<file path="config.mk">
export PLATFORM = sky130hd
export DESIGN_NAME = fetch_unit
export DESIGN_NICKNAME = d
export VERILOG_FILES = /design/src/rtl/fetch_unit.sv
export SDC_FILE = /design/constraint.sdc
export NUM_CORES = 1
export LEC_CHECK = 0
export ABC_AREA = 1
export CORE_AREA = 2 2 181 183
export DETAILED_ROUTE_END_ITERATION = 7
export DIE_AREA = 0 0 183 185
export GPL_TIMING_DRIVEN = 0
export SLEW_MARGIN = 20
export SYNTH_ARGS = -nofsm -noshare
export SYNTH_HDL_FRONTEND = slang
export SYNTH_SLANG_ARGS = --single-unit
</file>
<file path="constraint.sdc">
create_clock -name clk -period 11.9 [get_ports clk]
set_input_delay 1.785 -clock clk [delete_from_list [all_inputs] [get_ports clk]]
set_output_delay 1.785 -clock clk [all_outputs]
set_load 0.1 [all_outputs]
</file>
<file path="src/rtl/fetch_unit.sv">
// fetch_unit -- instruction fetch stage in front of the decoder.
//
// Generates sequential fetch PCs, issues them to instruction memory over a
// valid/ready request channel, and buffers returned words (with their PCs)
// in an in-order FIFO presented to the decoder over valid/ready. A redirect
// flushes the FIFO, discards responses still owed to older requests and
// restarts fetch at the new target.
//
// Ports:
//   clk, reset                      clock, synchronous active-high reset
//   imem_req_valid/ready/addr       request channel (addr = current fetch PC)
//   imem_resp_valid/data            in-order response channel
//   instr_valid/ready, instr, instr_pc   FIFO head towards the decoder
//   redirect, redirect_pc           control-flow change and new target
//   misaligned                      fetch fault flag
//
// Optional feature macro: FETCH_MISALIGN_TRAP_EN
//   defined     : a misaligned redirect target enters a sticky FAULT state.
//   not defined : the target is forced word-aligned, misaligned is tied 0.

module fetch_unit #(
  parameter logic [31:0] RESET_PC   = 32'h0000_0000,
  parameter int          FIFO_DEPTH = 2
) (
  input  logic        clk,
  input  logic        reset,
  output logic        imem_req_valid,
  input  logic        imem_req_ready,
  output logic [31:0] imem_req_addr,
  input  logic        imem_resp_valid,
  input  logic [31:0] imem_resp_data,
  output logic        instr_valid,
  input  logic        instr_ready,
  output logic [31:0] instr,
  output logic [31:0] instr_pc,
  input  logic        redirect,
  input  logic [31:0] redirect_pc,
  output logic        misaligned
);

  localparam int PTR_W = $clog2(FIFO_DEPTH);
  localparam int CNT_W = $clog2(FIFO_DEPTH + 1);

`ifdef FETCH_MISALIGN_TRAP_EN
  typedef enum logic {ST_FETCH, ST_FAULT} state_e;
`else
  typedef enum logic {ST_FETCH} state_e;
`endif

  state_e             state_q, state_d;
  logic [31:0]        pc_q, pc_d;
  logic [CNT_W-1:0]   fifo_count_q, fifo_count_d;
  logic [PTR_W-1:0]   fifo_head_q, fifo_head_d;
  logic [PTR_W-1:0]   fifo_tail_q, fifo_tail_d;
  logic [CNT_W-1:0]   outstanding_q, outstanding_d;
  logic [CNT_W-1:0]   drop_q, drop_d;
  logic [PTR_W-1:0]   aq_head_q, aq_head_d;
  logic [PTR_W-1:0]   aq_tail_q, aq_tail_d;

  // Word/PC storage and the queue of issued addresses. Outstanding requests
  // never exceed FIFO_DEPTH, so the address queue needs the same depth.
  logic [31:0] fifo_data_q [FIFO_DEPTH];
  logic [31:0] fifo_pc_q   [FIFO_DEPTH];
  logic [31:0] aq_addr_q   [FIFO_DEPTH];

  logic        req_fire;
  logic        pop;
  logic        resp_keep;
  logic [CNT_W:0] used_slots;
  logic [31:0] target;
  logic        target_bad;

  function automatic logic [PTR_W-1:0] ptr_inc(input logic [PTR_W-1:0] p);
    return (p == PTR_W'(FIFO_DEPTH - 1)) ? '0 : p + 1'b1;
  endfunction

`ifdef FETCH_MISALIGN_TRAP_EN
  assign target     = redirect_pc;
  assign target_bad = (redirect_pc[1:0] != 2'b00);
  assign misaligned = (state_q == ST_FAULT);
`else
  assign target     = redirect_pc & ~32'h0000_0003;
  assign target_bad = 1'b0;
  assign misaligned = 1'b0;
`endif

  // Credit check counts words buffered plus words still in flight, so every
  // response is guaranteed a free FIFO slot.
  assign used_slots     = (CNT_W+1)'(fifo_count_q) + (CNT_W+1)'(outstanding_q);
  assign imem_req_valid = !reset && (state_q == ST_FETCH) && !redirect &&
                          (used_slots < (CNT_W+1)'(FIFO_DEPTH));
  assign imem_req_addr  = pc_q;
  assign req_fire       = imem_req_valid && imem_req_ready;

  assign instr_valid = (fifo_count_q != '0);
  assign instr       = instr_valid ? fifo_data_q[fifo_head_q] : 32'h0;
  assign instr_pc    = instr_valid ? fifo_pc_q[fifo_head_q]   : 32'h0;
  assign pop         = instr_valid && instr_ready;

  // A response is kept only if it belongs to a live request and no flush is
  // happening in the same cycle.
  assign resp_keep = imem_resp_valid && (drop_q == '0) && !redirect &&
                     (state_q == ST_FETCH);

  // NOTE: every _d signal gets its default from the matching _q first, so no
  // path through this block leaves a variable unassigned (no latches).
  always_comb begin
    state_d       = state_q;
    pc_d          = pc_q;
    fifo_count_d  = fifo_count_q;
    fifo_head_d   = fifo_head_q;
    fifo_tail_d   = fifo_tail_q;
    aq_head_d     = aq_head_q;
    aq_tail_d     = aq_tail_q;
    drop_d        = drop_q;
    outstanding_d = outstanding_q + CNT_W'(req_fire) - CNT_W'(imem_resp_valid);

    if (req_fire) begin
      pc_d      = pc_q + 32'd4;
      aq_tail_d = ptr_inc(aq_tail_q);
    end
    if (imem_resp_valid) begin
      aq_head_d = ptr_inc(aq_head_q);
      if (drop_q != '0) drop_d = drop_q - 1'b1;
    end

    if (pop) begin
      fifo_head_d  = ptr_inc(fifo_head_q);
      fifo_count_d = fifo_count_d - 1'b1;
    end
    if (resp_keep) begin
      fifo_tail_d  = ptr_inc(fifo_tail_q);
      fifo_count_d = fifo_count_d + 1'b1;
    end

    // Redirect: everything still in flight is stale, including a response
    // arriving this very cycle (already excluded from outstanding_d).
    if (redirect && (state_q == ST_FETCH)) begin
      fifo_count_d = '0;
      fifo_head_d  = '0;
      fifo_tail_d  = '0;
      pc_d         = target;
      drop_d       = outstanding_d;
`ifdef FETCH_MISALIGN_TRAP_EN
      if (target_bad) state_d = ST_FAULT;
`endif
    end
  end

  // NOTE: state flops use non-blocking assignments so every flop samples
  // the pre-edge values regardless of block ordering.
  always_ff @(posedge clk) begin
    if (reset) begin
      state_q       <= ST_FETCH;
      pc_q          <= RESET_PC;
      fifo_count_q  <= '0;
      fifo_head_q   <= '0;
      fifo_tail_q   <= '0;
      outstanding_q <= '0;
      drop_q        <= '0;
      aq_head_q     <= '0;
      aq_tail_q     <= '0;
    end else begin
      state_q       <= state_d;
      pc_q          <= pc_d;
      fifo_count_q  <= fifo_count_d;
      fifo_head_q   <= fifo_head_d;
      fifo_tail_q   <= fifo_tail_d;
      outstanding_q <= outstanding_d;
      drop_q        <= drop_d;
      aq_head_q     <= aq_head_d;
      aq_tail_q     <= aq_tail_d;
    end
  end

  // NOTE: storage arrays are not reset; an entry is only ever read after it
  // was written, because validity is tracked by the reset counters above.
  always_ff @(posedge clk) begin
    if (req_fire) aq_addr_q[aq_tail_q] <= pc_q;
    if (resp_keep) begin
      fifo_data_q[fifo_tail_q] <= imem_resp_data;
      fifo_pc_q[fifo_tail_q]   <= aq_addr_q[aq_head_q];
    end
  end

  logic unused_target_bad;
  assign unused_target_bad = target_bad;

endmodule

</file>
==> out/qor.txt, run 1 <==
Status - complete, no violations
Diode count - 0
First-pass GRT wire length - 37100 um
Leading post-synthesis cells by cell area - edfxtp_1 (58%), dfxtp_1 (8.9%), nor2_1 (6.8%)
Crit path launch type - input port
Worst-path cell chain - clkdlybuf4s50_1 > nor2_4 > nand3_1 > inv_1 > clkdlybuf4s50_1
Least-Margin Pin Slew - 1.07 ns
Flop pwr share - 46.0%
WL/cell - 16.3 um
Setup ws final - 6.29 ns
Hold Path Stages - 2
Post-route insts no fill - 1498
Hold buffers post-CTS - 0
Port Buffers - 160
Vias/cell - 4.57
Fin crit period - 5.61 ns
Number of antenna violations at the first check in global routing - 0
Area leader, netlist - edfxtp_1
Die H - 185 um
Residual DRC - 0
Mapped cell area - 9460 um^2
Fmax - 178 MHz
Gate power share - 14.8%
Worst R2R Start - fifo_count_q[0]
Relative slew slack - 28.5%
CTS tree - yes
Crit path max fanout - 6
Syn. warnings - 0
Yosys reg bits - 226
Final hold violation count - 0
Pleak - 4.45 nW
RePlAce Congestion - 0.909
Synth-to-Final Area Change - 33.2%
Synth unique cells - 34
1st-iter DRT viols - 431
Area share of the largest cell type after synthesis - 58.4%
GR Util All Layers - 14.2%
Worst setup startpoint - reset
Slowest CP cell - clkdlybuf4s50_1
Dpl ws - 6.29 ns
Setup_tns - 0 ns
Grt ovf - 0
Sequential area share after synthesis - 67.3%
Post-synth EDFFs - 184
Placed cells - 1450
Min-delay src - drop_q[1]
WHS - 0.498 ns
Commonest non-fill, non-tap cell in the layout - edfxtp_1
CP max stage delay - 1.12 ns
FF-to-FF path depth - 10
CP Capture Type - output pin
Vias in the first global route - 6461
Critical path arrival - 3.83 ns
Die W - 183 um
Synth Instances - 872
Period Utilization, post-route - 47.2%
Clock power frac - 39.2%
Largest net degree at the start of global routing - 24
RSZ-0062 raised after global routing - no
Net Switching - 0.000544 W
Hpwl dp - 17300 um
Req. time, crit path - 10.12 ns
FP Rows - 66
Commonest non-fill, non-tap cells in the layout - edfxtp_1 (184), nor2_1 (168), clkdlybuf4s50_1 (160)
Clk_lat worst skew - 0.53 ns
Max VDD drop - 0.000107 V
Die area - 33900 um^2
Starting Density - 29.5%
CTS Buf Count - 26
Synth Flop Type - edfxtp_1
Postcts setup bufs - 0
Clock root buffer - clkbuf_16
CP dominant cell by count - clkdlybuf4s50_1
Cells resized by post-CTS repair - 0
Clk buf depth - 3
# nets final - 1146
Total vias in the final route - 6849
# setup viols final - 0
Total power per unit cell area - 158 nW/um^2
I/O pin count - 169
Cell Int Power - 0.00145 W
Async SR Flop Fraction - 0%
H-tree levels - 1
Sw Share - 27.3%
Hold Path Class - reg -> reg
Post-Route WL - 24400 um
Fraction of layout cells with a size suffix above 1 - 9.54%
Antenna Violating Nets Remaining - 0
Core ar. - 32000 um^2
Clock-pin slew on the worst setup and hold paths - 0.05 ns
Mean post-synth cell area - 10.8 um^2
Max cap viols - 0
Sink Count - 226
Critical path class - in -> out
Clock Skew - 0.0204 ns
DRT Pass-1 Iters - 6
Max-slew violations - 0
synth_stat cells, types with 2 or more instances:
library cell / instances
clkbuf_2: 2
xnor2_1: 5
ha_1: 5
nor3_1: 2
and2_1: 2
nand3_1: 40
o21ai_1: 2
nand2_2: 4
mux2_2: 30
xor2_1: 3
clkbuf_1: 28
inv_2: 3
a21oi_1: 26
nor2_4: 3
nor2_2: 2
nor2_1: 172
buf_4: 6
a31oi_1: 9
buf_6: 2
edfxtp_1: 184
dfxtp_1: 42
nand2_1: 132
inv_1: 67
o21ai_0: 91
power by group through the flow:
stage	Clock (W)	Sequential [W]	Combinational (W)
2_1_floorplan	0	0.000974	0.000157
3_3_place_gp	0	0.000934	0.000289
3_5_place_dp	0	0.000932	0.000297
4_1_cts	0.000800	0.000916	0.000299
5_1_grt	0.000830	0.000919	0.000313
6_report	0.000780	0.000915	0.000295
worst paths after layout:
kind / end / slack, ns
worst max-delay path: imem_req_valid / 6.29
worst min-delay path: drop_q[1] / 0.50
worst max register to register: drop_q[0] / 9.58
worst min register to register: drop_q[1] / 0.50
flip-flops by register name (all words and copies together) (netlist names), 2 cells and up, named ones only:
signal / flops
fifo_data_q: 64
aq_addr_q: 60
fifo_pc_q: 60
imem_req_addr: 30
drop_q: 2
fifo_count_q: 2
outstanding_q: 2
through the flow:
step,total power (W),area [um^2],utilization [%]
2_1_floorplan,0.00113,9470,-
3_3_place_gp,0.00122,11600,36.2
3_5_place_dp,0.00123,11800,36.7
4_1_cts,0.00201,12600,39.3
5_1_grt,0.00206,12600,39.3
6_report,0.00199,12600,39.3
per-layer routing:
layer | track usage, % | part of all wire [%]
met4 | 3.84 | 1.9
met2 | 23.7 | 47
met3 | 2.95 | 7.6
met1 | 18.8 | 44
met5 | 0 | 0
cells by family after synthesis:
kind of cell / after synthesis / synth area share, %
adders and majority gates: 6 / 0.873
buffers and inverters: 110 / 4.80
DFF: 226 / 67.3
other: 1 / 0.0396
xor gates and xnor gates: 8 / 0.741
and+or+nand+nor: 361 / 15.6
AOI/OAI and AO/OA: 130 / 7.06
muxes: 30 / 3.57
worst max-delay path: cells and delay by family:
family        cells  cell delay (ns)
simple gates      2             0.32
buf+inv           3             1.71
final cells by class:
type | count | area, um^2
fillers | 3107 | 19400
flip-flops and latches | 226 | 6370
multi-input cells | 540 | 2680
repair buffers | 166 | 1740
clock buffers | 40 | 774
well taps | 408 | 510
inverters | 71 | 267
plain buffers | 39 | 188
clock inverters | 8 | 77.6
(Power assumes the default switching activity.)
==> inputs of run 2 (changes only) <==
==> constraint.sdc (replaced) <==
create_clock -name clk -period 4.8 [get_ports clk]
set_input_delay 0.72 -clock clk [delete_from_list [all_inputs] [get_ports clk]]
set_output_delay 0.72 -clock clk [all_outputs]
set_load 0.1 [all_outputs]
==> results of run 2 <==
Same layout as run 1 (identical final DEF). Status: complete, no violations.
Among the figures that moved: setup slack after placement 6.29 ns -> 1.12 ns; setup slack after layout 6.29 ns -> 0.675 ns; start point of the critical path reset -> fifo_count_q[0]; end point of the critical path imem_req_valid -> instr[30]; register-to-register setup slack 9.58 ns -> 2.48 ns; total power 0.00199 W -> 0.00493 W; worst IR drop on VDD 0.000107 V -> 0.000265 V
